**config.mk**
```make
export PLATFORM = sky130hd
export DESIGN_NAME = apb_reg_completer_flat
export DESIGN_NICKNAME = d
export VERILOG_FILES = /design/src/rtl/apb_reg_completer_pkg.sv /design/src/rtl/apb_reg_completer_if.sv /design/src/rtl/apb_reg_completer_addr_decode.sv /design/src/rtl/apb_reg_completer.sv /design/src/flat_wrapper.sv
export SDC_FILE = /design/constraint.sdc
export NUM_CORES = 1
export LEC_CHECK = 0
export ABC_AREA = 1
export CAP_MARGIN = 20
export CORE_MARGIN = 1
export CORE_UTILIZATION = 25
export CTS_BUF_LIST = sky130_fd_sc_hd__clkbuf_4
export DETAILED_ROUTE_END_ITERATION = 10
export GPL_ROUTABILITY_DRIVEN = 0
export PLACE_DENSITY = 0.55
export SYNTH_ARGS = -nofsm -noshare
export SYNTH_HDL_FRONTEND = slang
export SYNTH_SLANG_ARGS = --single-unit
```
**constraint.sdc**
```tcl
create_clock -name PCLK -period 5.1 [get_ports PCLK]
set_clock_uncertainty 0.15 [all_clocks]
set_input_delay 1.53 -clock PCLK [delete_from_list [all_inputs] [get_ports PCLK]]
set_output_delay 1.53 -clock PCLK [all_outputs]
set_load 0.01 [all_outputs]
```
**src/rtl/apb_reg_completer_pkg.sv**
```systemverilog
// Shared types and constants for the APB register completer.
//   state_e   : transfer FSM states (IDLE, WAIT, DONE)
//   CNT_W     : width of the wait-state counter
//   RESET_VAL : fill bit used for register and output reset values
package apb_completer_pkg;

    typedef enum logic [1:0] {
        IDLE = 2'd0,
        WAIT = 2'd1,
        DONE = 2'd2
    } state_e;

    localparam int   CNT_W     = 4;
    localparam logic RESET_VAL = 1'b0;

endpackage

```
**src/rtl/apb_reg_completer_if.sv**
```systemverilog
// APB bus bundle for one completer select line.
//   master : drives PSEL/PENABLE/PWRITE/PADDR/PWDATA, receives PRDATA/PREADY/PSLVERR
//   slave  : the mirror image, used by apb_reg_completer
interface apb_reg_completer_if #(
    parameter int ADDR_W = 16,
    parameter int DATA_W = 16
) ();

    logic              PSEL;
    logic              PENABLE;
    logic              PWRITE;
    logic [ADDR_W-1:0] PADDR;
    logic [DATA_W-1:0] PWDATA;
    logic [DATA_W-1:0] PRDATA;
    logic              PREADY;
    logic              PSLVERR;

    modport master (
        output PSEL, PENABLE, PWRITE, PADDR, PWDATA,
        input  PRDATA, PREADY, PSLVERR
    );

    modport slave (
        input  PSEL, PENABLE, PWRITE, PADDR, PWDATA,
        output PRDATA, PREADY, PSLVERR
    );

endinterface

```
**src/rtl/apb_reg_completer_addr_decode.sv**
```systemverilog
// Combinational address decoder for the APB register completer.
//   paddr  : byte address presented on the bus
//   pwrite : transfer direction (1 = write)
//   idx    : register slot addressed by paddr
//   err    : misaligned, outside the register window, or a write to a read-only slot
module apb_addr_decode
    import apb_completer_pkg::*;
#(
    parameter int                  ADDR_W    = 16,
    parameter int                  NUM_REGS  = 8,
    parameter logic [ADDR_W-1:0]   BASE_ADDR = 16'h0000,
    parameter logic [NUM_REGS-1:0] RO_MASK   = 8'h00
) (
    input  logic [ADDR_W-1:0]           paddr,
    input  logic                        pwrite,
    output logic [$clog2(NUM_REGS)-1:0] idx,
    output logic                        err
);

    localparam int IDX_W = $clog2(NUM_REGS);

    logic [ADDR_W-1:0] offset_s;
    logic              out_of_range_s;
    logic              ro_hit_s;

    // Offset into the window, slot index and error classification.
    // BASE_ADDR is aligned, so offset bit 0 equals paddr bit 0; any set bit
    // above the slot field means the offset is at or past 2*NUM_REGS (addresses
    // below the base wrap to large offsets and are caught the same way).
    always_comb begin
        offset_s       = paddr - BASE_ADDR;
        idx            = offset_s[IDX_W:1];
        out_of_range_s = |offset_s[ADDR_W-1:IDX_W+1];
        ro_hit_s       = pwrite & RO_MASK[idx];
        err            = offset_s[0] | out_of_range_s | ro_hit_s;
    end

endmodule

```
**src/rtl/apb_reg_completer.sv**
```systemverilog
// APB completer with a NUM_REGS x DATA_W register file and fixed wait states.
//   PCLK, PRESET : bus clock, synchronous active-high reset
//   apb          : APB slave modport (PSEL/PENABLE/PWRITE/PADDR/PWDATA in,
//                  PRDATA/PREADY/PSLVERR out, all outputs registered)
//   reg_out      : register contents, slot i at [i*DATA_W +: DATA_W]
//   ro_in        : status words returned by read-only slots
//   wr_strobe    : one-cycle pulse per slot, the cycle after a write commits
module apb_reg_completer
    import apb_completer_pkg::*;
#(
    parameter int                  ADDR_W      = 16,
    parameter int                  DATA_W      = 16,
    parameter int                  NUM_REGS    = 8,
    parameter logic [ADDR_W-1:0]   BASE_ADDR   = 16'h0000,
    parameter int                  WAIT_STATES = 1,
    parameter logic [NUM_REGS-1:0] RO_MASK     = 8'h00
) (
    input  logic                         PCLK,
    input  logic                         PRESET,
    apb_reg_completer_if.slave           apb,
    output logic [NUM_REGS*DATA_W-1:0]   reg_out,
    input  logic [NUM_REGS*DATA_W-1:0]   ro_in,
    output logic [NUM_REGS-1:0]          wr_strobe
);

    localparam int               IDX_W   = $clog2(NUM_REGS);
    localparam logic [CNT_W-1:0] WS_C    = CNT_W'(WAIT_STATES);
    localparam logic [CNT_W-1:0] CNT_ONE = {{(CNT_W-1){1'b0}}, 1'b1};

    state_e              state_r, state_next_s;
    logic [CNT_W-1:0]    cnt_r, cnt_next_s;
    logic                capture_s, commit_s;

    logic [IDX_W-1:0]    dec_idx_s, idx_r, idx_d_s;
    logic                dec_err_s, err_r, err_d_s;
    logic                we_r, we_d_s;
    logic [DATA_W-1:0]   wdata_r;

    logic [DATA_W-1:0]   regs_r [NUM_REGS];

    logic                ready_next_s, pslverr_next_s;
    logic [DATA_W-1:0]   prdata_next_s;
    logic [NUM_REGS-1:0] strobe_next_s;
    logic                pready_r, pslverr_r;
    logic [DATA_W-1:0]   prdata_r;
    logic [NUM_REGS-1:0] wr_strobe_r;

    apb_addr_decode #(
        .ADDR_W    (ADDR_W),
        .NUM_REGS  (NUM_REGS),
        .BASE_ADDR (BASE_ADDR),
        .RO_MASK   (RO_MASK)
    ) u_decode (
        .paddr  (apb.PADDR),
        .pwrite (apb.PWRITE),
        .idx    (dec_idx_s),
        .err    (dec_err_s)
    );

    // Transfer FSM: next state, wait counter, capture and commit decisions.
    always_comb begin
        state_next_s = state_r;
        cnt_next_s   = cnt_r;
        capture_s    = 1'b0;
        commit_s     = 1'b0;
        case (state_r)
            IDLE: begin
                if (apb.PSEL && !apb.PENABLE) begin
                    capture_s = 1'b1;
                    if (WS_C == {CNT_W{1'b0}}) begin
                        state_next_s = DONE;
                    end else begin
                        state_next_s = WAIT;
                        cnt_next_s   = WS_C;
                    end
                end else begin
                    state_next_s = IDLE;
                end
            end
            WAIT: begin
                // Losing PSEL mid-wait aborts the transfer without a response.
                if (!apb.PSEL) begin
                    state_next_s = IDLE;
                end else if (cnt_r == CNT_ONE) begin
                    state_next_s = DONE;
                end else begin
                    cnt_next_s = cnt_r - CNT_ONE;
                end
            end
            DONE: begin
                state_next_s = IDLE;
                commit_s     = apb.PSEL & we_r & ~err_r;
            end
            default: begin
                state_next_s = IDLE;
            end
        endcase
    end

    // Next values of the registered bus outputs and write strobes. When the
    // FSM goes straight from IDLE to DONE the capture registers are not yet
    // loaded, so the decoder result is used directly in that case.
    always_comb begin
        if (capture_s) begin
            idx_d_s = dec_idx_s;
            we_d_s  = apb.PWRITE;
            err_d_s = dec_err_s;
        end else begin
            idx_d_s = idx_r;
            we_d_s  = we_r;
            err_d_s = err_r;
        end
        ready_next_s   = (state_next_s == DONE);
        pslverr_next_s = ready_next_s & err_d_s;
        if (ready_next_s && !we_d_s && !err_d_s) begin
            if (RO_MASK[idx_d_s]) begin
                prdata_next_s = ro_in[idx_d_s*DATA_W +: DATA_W];
            end else begin
                prdata_next_s = regs_r[idx_d_s];
            end
        end else begin
            prdata_next_s = {DATA_W{1'b0}};
        end
        strobe_next_s = {NUM_REGS{1'b0}};
        if (commit_s) begin
            strobe_next_s[idx_r] = 1'b1;
        end else begin
            strobe_next_s = {NUM_REGS{1'b0}};
        end
    end

    // FSM state, wait counter and SETUP-phase capture of address/direction/data.
    always_ff @(posedge PCLK) begin
        if (PRESET) begin
            state_r <= IDLE;
            cnt_r   <= {CNT_W{1'b0}};
            idx_r   <= {IDX_W{1'b0}};
            we_r    <= 1'b0;
            err_r   <= 1'b0;
            wdata_r <= {DATA_W{RESET_VAL}};
        end else begin
            state_r <= state_next_s;
            cnt_r   <= cnt_next_s;
            if (capture_s) begin
                idx_r   <= dec_idx_s;
                we_r    <= apb.PWRITE;
                err_r   <= dec_err_s;
                wdata_r <= apb.PWDATA;
            end
        end
    end

    // Registered bus response and write strobes.
    always_ff @(posedge PCLK) begin
        if (PRESET) begin
            pready_r    <= 1'b0;
            pslverr_r   <= 1'b0;
            prdata_r    <= {DATA_W{RESET_VAL}};
            wr_strobe_r <= {NUM_REGS{1'b0}};
        end else begin
            pready_r    <= ready_next_s;
            pslverr_r   <= pslverr_next_s;
            prdata_r    <= prdata_next_s;
            wr_strobe_r <= strobe_next_s;
        end
    end

    // Register file; a write lands on the edge that ends DONE.
    always_ff @(posedge PCLK) begin
        if (PRESET) begin
            for (int i = 0; i < NUM_REGS; i++) begin
                regs_r[i] <= {DATA_W{RESET_VAL}};
            end
        end else if (commit_s) begin
            regs_r[idx_r] <= wdata_r;
        end
    end

    // Flatten the register file onto reg_out.
    always_comb begin
        reg_out = {(NUM_REGS*DATA_W){1'b0}};
        for (int i = 0; i < NUM_REGS; i++) begin
            reg_out[i*DATA_W +: DATA_W] = regs_r[i];
        end
    end

    assign apb.PREADY  = pready_r;
    assign apb.PSLVERR = pslverr_r;
    assign apb.PRDATA  = prdata_r;
    assign wr_strobe   = wr_strobe_r;

endmodule
```
**src/flat_wrapper.sv**
```systemverilog
// flat-port wrapper written by rule: the top's interface ports become plain ports
module apb_reg_completer_flat import apb_completer_pkg::*;
#(
    parameter int                  ADDR_W      = 16,
    parameter int                  DATA_W      = 16,
    parameter int                  NUM_REGS    = 8,
    parameter logic [ADDR_W-1:0]   BASE_ADDR   = 16'h0000,
    parameter int                  WAIT_STATES = 1,
    parameter logic [NUM_REGS-1:0] RO_MASK     = 8'h00
)
  (PCLK, PRESET, reg_out, ro_in, wr_strobe, apb_PSEL, apb_PENABLE, apb_PWRITE, apb_PADDR, apb_PWDATA, apb_PRDATA, apb_PREADY, apb_PSLVERR);
  apb_reg_completer_if #(.ADDR_W(ADDR_W), .DATA_W(DATA_W)) apb_i ();
  input  logic PCLK;
  input  logic PRESET;
  output logic [NUM_REGS*DATA_W-1:0] reg_out;
  input  logic [NUM_REGS*DATA_W-1:0] ro_in;
  output logic [NUM_REGS-1:0] wr_strobe;
  input wire logic [$bits(apb_i.PSEL)-1:0] apb_PSEL;
  input wire logic [$bits(apb_i.PENABLE)-1:0] apb_PENABLE;
  input wire logic [$bits(apb_i.PWRITE)-1:0] apb_PWRITE;
  input wire logic [$bits(apb_i.PADDR)-1:0] apb_PADDR;
  input wire logic [$bits(apb_i.PWDATA)-1:0] apb_PWDATA;
  output wire logic [$bits(apb_i.PRDATA)-1:0] apb_PRDATA;
  output wire logic [$bits(apb_i.PREADY)-1:0] apb_PREADY;
  output wire logic [$bits(apb_i.PSLVERR)-1:0] apb_PSLVERR;
  assign apb_i.PSEL = apb_PSEL;
  assign apb_i.PENABLE = apb_PENABLE;
  assign apb_i.PWRITE = apb_PWRITE;
  assign apb_i.PADDR = apb_PADDR;
  assign apb_i.PWDATA = apb_PWDATA;
  assign apb_PRDATA = apb_i.PRDATA;
  assign apb_PREADY = apb_i.PREADY;
  assign apb_PSLVERR = apb_i.PSLVERR;
  apb_reg_completer #(.ADDR_W(ADDR_W), .DATA_W(DATA_W), .NUM_REGS(NUM_REGS), .BASE_ADDR(BASE_ADDR), .WAIT_STATES(WAIT_STATES), .RO_MASK(RO_MASK)) u_core (.PCLK(PCLK), .PRESET(PRESET), .apb(apb_i), .reg_out(reg_out), .ro_in(ro_in), .wr_strobe(wr_strobe));
endmodule
```
# Word-level counts from Yosys, hierarchy flattened

Memory sizes are Yosys's and may differ from the RTL's.
Cells that the tools add are included.
W data, S select, Z words.

Bits in registers: 53
RAM bits: 128
Bits in read-only memories: 16
Input port bits: 165
Output and inout bits: 154
Memories kept: 3

$add $sub $neg: 1
$lt $le $gt $ge: 4
Eq/ne operators: 7
Shifts and indexed selects: 1
Mux-type cells: 27
Bitwise logic cells: 9
Reductions and logical operators: 14

Memory list:

| memory          | words | bits a word | read ports | clocked after memory_dff | write ports | RTL line                            | text |
|---|---|---|---|---|---|---|---|
| u_core.regs_r   | 8     | 16          | 9          | 0                        | 8           | apb_reg_completer.sv:39             | `logic [DATA_W-1:0] regs_r [NUM_REGS];` |
| (no name shown) | 8     | 1           | 1          | 0                        | 0           | apb_reg_completer.sv:116            | `if (RO_MASK[idx_d_s]) begin` |
| (no name shown) | 8     | 1           | 1          | 0                        | 0           | apb_reg_completer_addr_decode.sv:34 | `ro_hit_s = pwrite & RO_MASK[idx];` |

Operators with widths:

| kind                  | number |
|---|---|
| $shiftx A128 B8 Y16   | 1 |
| $mux W16              | 2 |
| $reduce_or A16 Y1     | 1 |
| $mux W1               | 15 |
| $lt A3 B4 Y1 const B  | 3 |
| $mux W4               | 3 |
| $reduce_or A12 Y1     | 1 |
| $pmux W4 S2           | 1 |
| $mux W3               | 2 |
| $and A1 B1 Y1         | 4 |
| $eq A2 B2 Y1 const B  | 2 |
| $eq A4 B1 Y1 const B  | 1 |
| $logic_and A1 B1 Y1   | 4 |
| $mux W2               | 2 |
| $ne A2 B2 Y1 const B  | 2 |
| $pmux W2 S2           | 1 |
| $reduce_and A4 Y1     | 1 |
| $reduce_or A2 Y1      | 2 |
| $sub A4 B1 Y4 const B | 1 |
| $demux W1 S3          | 1 |
| $ge A3 B1 Y1 const B  | 1 |
| $logic_not A1 Y1      | 3 |
| $not A1 Y1            | 3 |
| $eq A2 B1 Y1 const B  | 1 |
| other kinds (4)       | 5 |

# Depth between registers and ports, before layout

Gate-level depths: netlist (run 1).

Word-level depth: 10
Mapped depth: 12

# Modules after synthesis

Synthesis (run 1) repeated with hierarchy kept, for this count alone.

Cells, all modules: 883
Area total of the unflattened synthesis: 7950.1 um^2

Modules (own cells, without submodules):

| module            | times used | cells each | area each (um^2) | seq. area each (um^2) |
|---|---|---|---|---|
| apb_reg_completer | 1          | 867        | 7876.3           | 4904.7 |
| apb_addr_decode   | 1          | 16         | 73.8             | 0.0 |

# Least setup slack after synthesis (run 1)

No wires, ideal clock.

Path kind: input-to-reg
Start: in apb_PSEL
End: mem u_core.regs_r[0][0], enable pin
Library setup time: 0.372 ns
Data arrival time: 2.790 ns
Required time: 4.578 ns
Path slack: 1.789 ns
Stages: 7
Cells stage by stage: inv_2 nor2_1 nand4_1 nor2_1 nand2_2 buf_2 nand2_1

RTL lines:

| element         | RTL line                | text |
|---|---|---|
| start, declared | flat_wrapper.sv:18      | `input wire logic [$bits(apb_i.PSEL)-1:0] apb_PSEL;` |
| end, declared   | apb_reg_completer.sv:39 |  |

==> key figures, run 1 <==
Yosys
  • Synthesized Nets: 1,051
  • Sequential-to-total area share from yosys stat: 61.56%
  • Syn. warnings: 0
  • Area leader, netlist: edfxtp_1
  • Post-synth top area share: 48.24%
  • Area of the mapped netlist: 7968 um2
  • Yosys reg bits: 181
  • Top post-synthesis cells by area: edfxtp_1 (48%), dfxtp_1 (13%), nor2_1 (10%), nand3_1 (7.2%), inv_1 (5.8%)
  • Synth unique cells: 28
  • Mean cell area of the mapped netlist: 9.013 um2
  • Cells after synthesis: 884

Finish
  • Most frequent cells in the layout: nor2_1 (219), clkdlybuf4s50_1 (190), edfxtp_1 (128)
  • Synth-to-Final Area Change: 33.65%
  • Fraction of layout instances using a drive strength above 1: 7.156%
  • Commonest non-fill, non-tap cell in the layout: nor2_1
  • Fin area: 10,650 um2
  • Finished Layout Cells: 1,493
  • Nets: 1,244
  • Fill cell count: 3,238

Floorplanning
  • DIE AREA: 32,590 um2
  • I/O pins: 319
  • Initial Utilization: 25.32%
  • Area of the core: 31,470 um2
  • Num rows: 65
  • Die width: 180.5 um
  • Die Ht: 180.5 um

Routing
  • ANT nets after route: 0
  • Drt drc: 0
  • Vias per inst: 4.320
  • Final wirelength: 26,050 um
  • Starting DRT DRC Count: 579
  • Wire per inst: 17.44 um
  • Initial DRT Pass Iterations: 5
  • Via count: 6,450

Run
  • Max Cap Viol: 0

Global route
  • Initial antenna violation count: 1
  • GRT Overall Usage: 16.12%
  • GR Util met1: 20.51%
  • First-pass GRT wire length: 38,450 um
  • Vias in the first global route: 6,164
  • Met2 GRT Util: 25.46%
  • Pin count of the biggest net entering global routing: 44
  • Grt ovf: 0
  • Grt met3 use: 6.023%
  • Grt peak-use layer: met2

Critical path
  • CP startpoint: apb_PSEL
  • RR Startpoint: u_core.we_r
  • Worst reg-to-reg path cell count: 6
  • R2R setup slack: 2.64 ns
  • CP max FO: 18
  • Crit path DAT: 3.73 ns
  • CP required: 5.19 ns
  • Critical R2R Capture: u_core.regs_r[6][2]
  • Critical Path, Cell by Cell: clkdlybuf4s50_1, inv_2, nor2_1, nand4_1, nor2_1, nand2_2, nand2_1
  • Slowest stage delay, CP: 0.59 ns
  • Cell mode on critical path: nor2_1
  • Critical Path Slowest Stage Cell: nand2_1
  • CP Launch Type: primary input
  • Critical Path End: u_core.regs_r[6][2]
  • CP Class: primary input to register
  • Crit. End Element: register

Run status
  • Outcome: completed

Clock network
  • Clock root buffer: clkbuf_4
  • Max Buffers Root-to-Sink: 2
  • # Post-CTS Setup Buffers: 0
  • CTS tree: done
  • # resized after CTS: 0
  • H-tree depth: 4
  • CTS buffer count: 17
  • Cts hold-fix bufs: 0
  • Clk slew on worst S/H paths: 0.16 ns
  • Sink Count: 181
  • Worst skew pair latency: 0.60 ns

Power and ir drop
  • Sw Ratio: 30.63%
  • Clock power share: 28.1%
  • LEAKAGE: 4.245 nW
  • Combinational share of power: 15.1%
  • NetSw: 887.6 uW
  • Sequential share of power: 56.9%
  • VDD IR max: 0.1162 mV
  • Power density over the cells: 272.1 nW/um2
  • Int Pwr: 2.010 mW

Placed design
  • Port Buffers: 190
  • Placed cell areas: 10,360 um2
  • DP HPWL: 19,340 um
  • DP Cell Count: 1,460

Hold path
  • Hold Path Class: register to register

Timing
  • RSZ-0062 raised after global routing: false
  • Crit path time final: 3.635 ns
  • Fin Setup TNS: 0 ns
  • Fmax: 0.2751 GHz
  • Max-slew violation count: 0
  • Fin. Hold Viols: 0
  • Worst Max-Slew Pin Slew: 0.7455 ns
  • Setup violations, final: 0
  • Final Cycle Share: 71.28%
  • Worst slew margin: 50.11%
-- worst min-delay path by stage --
stage                                from               to  slack [ns]  depth (start not counted)
after floorplan           u_core.cnt_r[0]  u_core.cnt_r[0]        0.32                          2
after CTS                 u_core.cnt_r[0]  u_core.cnt_r[0]        0.38                          2
after detailed placement  u_core.cnt_r[0]  u_core.cnt_r[0]        0.35                          2
after global routing      u_core.cnt_r[0]  u_core.cnt_r[0]        0.40                          2
final                     u_core.cnt_r[0]  u_core.cnt_r[0]        0.37                          2
after global placement    u_core.cnt_r[0]  u_core.cnt_r[0]        0.34                          2
-- per-layer routing --
metal  vias to the layer above  routed length [um]
li1                       3201                   -
met1                      3018               11540
met2                       213               11900
met3                        18                2306
met4                         0                 296
met5                         -                   0
-- logic make-up (layout without fill, tap and decap cells) --
| family | count (synthesis) | after routing | synth area share (%) |
|---|---|---|---|
| AND/OR/NAND/NOR | 461 | 461 | 24.48 |
| adder cells (fa/ha/maj) | 2 | 2 | 0.3140 |
| buffers and inverters | 183 | 389 | 9.501 |
| AO/OA/AOI/OAI | 57 | 57 | 4.146 |
| flip-flops | 181 | 181 | 61.56 |
| other | 0 | 1 | 0 |
-- final cells by class --
cell class,instances,area (um2),share of cell area [%]
Clock buffer,17,127.6,1.198
Timing Repair Buffer,214,2107,19.79
Inverter,143,536.8,5.041
Clock inverter,15,161.4,1.516
Tap cell,402,503.0,4.723
Sequential cell,181,4905,46.06
Antenna cell,1,2.502,0.02350
Multi-Input combinational cell,520,2306,21.65
-- flip-flops by register name, indices dropped and copies added, names as in the netlist --
name / count
u_core.state_r: 2
u_core.apb.PSLVERR: 1
u_core.cnt_r: 4
u_core.we_r: 1
u_core.apb.PREADY: 1
u_core.wr_strobe: 8
u_core.regs_r: 128
u_core.apb.PRDATA: 16
u_core.idx_r: 3
u_core.wdata_r: 16
u_core.err_r: 1
-- cell usage after synthesis --
cell type and number:
nand3_2 2, nand3_1 114, a21oi_4 1, inv_2 3
buf_2 17, edfxtp_1 128, or2_1 1, nor2_1 219
nor2_4 2, nor2b_1 1, o21ai_0 21, dfxtp_1 53
nand2_2 10, a21oi_1 18, nand2_4 1, o21ai_1 14
nor3_1 2, inv_1 124, o21ai_4 3, and3_1 3
nand4_1 1, clkbuf_1 13, buf_6 4, buf_4 5
nand2_1 105, buf_1 1, ha_1 2, clkinv_1 16
-- worst max-delay path: cells and delay by family --
family / cells / cell delay [ns]
and+or+nand+nor: 5 / 1.63
buffers and inverters: 2 / 0.56
-- metrics by stage --
stage	hold slack (ns)	utilization [%]	total power [mW]	setup WS (ns)
final	0.3681	33.83	2.898	1.465
after global routing	0.3979	33.83	3.025	1.290
after CTS	0.3754	33.83	2.931	1.477
after detailed placement	0.3540	32.91	2.118	0.8054
after global placement	0.3387	32.91	2.114	0.8425
after floorplan	0.3236	-	1.910	1.789
-- power groups by stage --
stage	sequential, mW	combinational [mW]	clock (mW)
after floorplan	1.69	0.218	0
after global placement	1.68	0.434	0
after detailed placement	1.68	0.437	0
after CTS	1.65	0.438	0.844
after global routing	1.65	0.479	0.892
final	1.65	0.437	0.813
(Power assumes the default switching activity.)
==> inputs of run 2 (changes only) <==
- PLACE_DENSITY: 0.55 -> 0.57
- clock period: 5.1 -> 3 ns (I/O delays scaled with it)
==> key figures, run 2 (same netlist as run 1, synthesis figures left out) <==
Clock network
  • Clk slew on worst S/H paths: 0.17 ns (about the same)
  • Clock root buffer: clkbuf_4
  • # resized after CTS: 0 (unchanged)
  • Sink Count: 181 (unchanged)
  • Max Buffers Root-to-Sink: 2 (unchanged)
  • # Post-CTS Setup Buffers: 0 (unchanged)
  • Cts hold-fix bufs: 0 (unchanged)
  • CTS buffer count: 17 (unchanged)
  • CTS tree: done
  • H-tree depth: 4 (unchanged)
  • Worst skew pair latency: 0.58 ns (-0.02 ns)

Hold path
  • Hold Path Class: register to register
  • Hold Crit Endpoint: u_core.cnt_r[0]
  • Hold path startpoint: u_core.cnt_r[0]
  • Hold Path Stages: 2 (unchanged)

Finish
  • Most flops, register: u_core.regs_r
  • Max FFs per register: 128 (unchanged)
  • Area of the multi-input gates: 2306 um2 (unchanged)
  • Nets: 1,267 (+1.8%)
  • Most frequent cells in the layout: nor2_1 (219), clkdlybuf4s50_1 (190), edfxtp_1 (128)
  • Layout Utilization: 34.97% (+1.1 points)
  • Fraction of layout instances using a drive strength above 1: 9.075% (+1.9 points)
  • Fin area: 11,010 um2 (+3.4%)
  • Synth-to-Final Area Change: 38.14%
  • Sequential Area: 4905 um2 (unchanged)
  • Fill cell count: 3,205 (-1.0%)
  • Finished Layout Cells: 1,516 (+1.5%)
  • Commonest non-fill, non-tap cell in the layout: nor2_1

Critical path
  • Crit. End Element: output port
  • CP Launch Type: register
  • Worst reg-to-reg path cell count: 9 (+3)
  • Critical Path, Cell by Cell: clkdlybuf4s50_1
  • Slowest stage delay, CP: 0.62 ns (+0.03 ns)
  • R2R setup slack: 1.01 ns (-1.63 ns)
  • Critical Path Stages: 1 (-6)
  • Crit path DAT: 1.58 ns (-2.15 ns)
  • CP required: 1.95 ns (-3.24 ns)
  • Critical Path Slowest Stage Cell: clkdlybuf4s50_1
  • RR Startpoint: u_core.state_r[1]
  • CP max FO: 2 (-16)
  • CP Class: register to output port
  • Critical R2R Capture: u_core.apb.PRDATA[2]
  • CP bufs+invs: 1 (-1)
  • Top Family by Delay on Critical Path: buffers and inverters

Floorplanning
  • I/O pins: 319 (unchanged)
  • Die Ht: 180.5 um (unchanged)
  • Area of the core: 31,470 um2 (unchanged)
  • Initial Utilization: 25.32% (unchanged)
  • Die width: 180.5 um (unchanged)
  • DIE AREA: 32,590 um2 (unchanged)
  • Num rows: 65 (unchanged)

Timing
  • Worst slew margin: 72.13% (+22 points)
  • Fin. Hold Viols: 0 (unchanged)
  • Max-slew violation count: 0 (unchanged)
  • Final Hold Slack: 0.3807 ns (+0.01263 ns)
  • Fmax: 0.3802 GHz
  • PnR worst setup slack: 0.3695 ns (-1.095 ns)
  • Worst Max-Slew Pin Slew: 0.4155 ns (-0.3300 ns)
  • RSZ-0062 raised after global routing: false
  • Final Cycle Share: 87.68%
  • Fin Setup TNS: 0 ns (unchanged)
  • Crit path time final: 2.631 ns
  • Setup violations, final: 0 (unchanged)

Run
  • Max Cap Viol: 0 (unchanged)

Power and ir drop
  • Power, Total: 4.997 mW (+72%)
  • Clock power share: 27.7% (-0.4 points)
  • Sw Ratio: 30.42% (-0.21 points)
  • Int Pwr: 3.477 mW (+73%)
  • NetSw: 1.520 mW (+71%)
  • VDD IR max: 0.2434 mV (+110%)
  • Combinational share of power: 16.3% (+1.2 points)
  • LEAKAGE: 4.419 nW (+4.1%)
  • Power density over the cells: 454.0 nW/um2 (+67%)
  • Sequential share of power: 56.1% (-0.8 points)

Global route
  • GRT Overall Usage: 16.50% (+0.38 points)
  • Initial antenna violation count: 1 (unchanged)
  • Pin count of the biggest net entering global routing: 33 (-25%)
  • Vias in the first global route: 6,446 (+4.6%)
  • Grt ovf: 0 (unchanged)
  • First-pass GRT wire length: 39,510 um (+2.7%)

Placed design
  • Placed cell areas: 10,720 um2 (+3.5%)
  • DP Cell Count: 1,483 (+1.6%)
  • Port Buffers: 190 (unchanged)
  • DP HPWL: 20,000 um (+3.4%)
  • Post-Place Setup Slack: 0.01425 ns (-0.7911 ns)

Routing
  • Vias per inst: 4.333 (+0.30%)
  • Starting DRT DRC Count: 642 (+11%)
  • Initial DRT Pass Iterations: 5 (unchanged)
  • Drt drc: 0 (unchanged)
  • Via count: 6,569 (+1.8%)
  • ANT nets after route: 0 (unchanged)
  • Wire per inst: 17.47 um (+0.14%)
  • Final wirelength: 26,480 um (+1.7%)

Run status
  • Outcome: completed
## run 2: cell types whose count changed in the layout (fill, tap and decap cells not counted), sizes merged
| cell | change |
|---|---|
| buf | +23 |
## run 2: worst min-delay path: stages, from the launching register on
cell	delay [ns]
dfxtp_1	0.37
nand2_1	0.07
a21oi_1	0.06
## run 2: how the worst max path moves through the flow
stage                            end  slack (ns)            startpoint
6_report                 reg_out[63]        0.37  u_core.regs_r[3][15]
5_1_grt                  reg_out[62]        0.25  u_core.regs_r[3][14]
4_1_cts                  reg_out[36]        0.30   u_core.regs_r[2][4]
3_5_place_dp   u_core.apb.PRDATA[15]        0.01              apb_PSEL
3_3_place_gp    u_core.apb.PRDATA[2]        0.01              apb_PSEL
2_1_floorplan    u_core.regs_r[0][0]        0.32              apb_PSEL
## run 2: metal layers
layer | global-route usage [%] | wire (um)
met3 | 5.477 | 2046
met5 | 0 | 0
met4 | 4.547 | 363
met2 | 26.47 | 12320
met1 | 21.14 | 11760
## run 2: power groups by stage
stage	clock [mW]	sequential, mW	combinational [mW]
after detailed placement	0	2.86	0.816
after global placement	0	2.86	0.807
after global routing	1.53	2.81	0.892
final	1.38	2.80	0.813
after CTS	1.44	2.80	0.818
after floorplan	0	2.87	0.371
## run 2: layout make-up
class / instances / area share [%]
flip-flops and latches: 181 / 44.56
repair buffers: 237 / 22.42
multi-input cells: 520 / 20.95
inverters: 143 / 4.877
well taps: 402 / 4.570
clock inverters: 15 / 1.444
clock buffers: 17 / 1.159
diodes: 1 / 0.02274
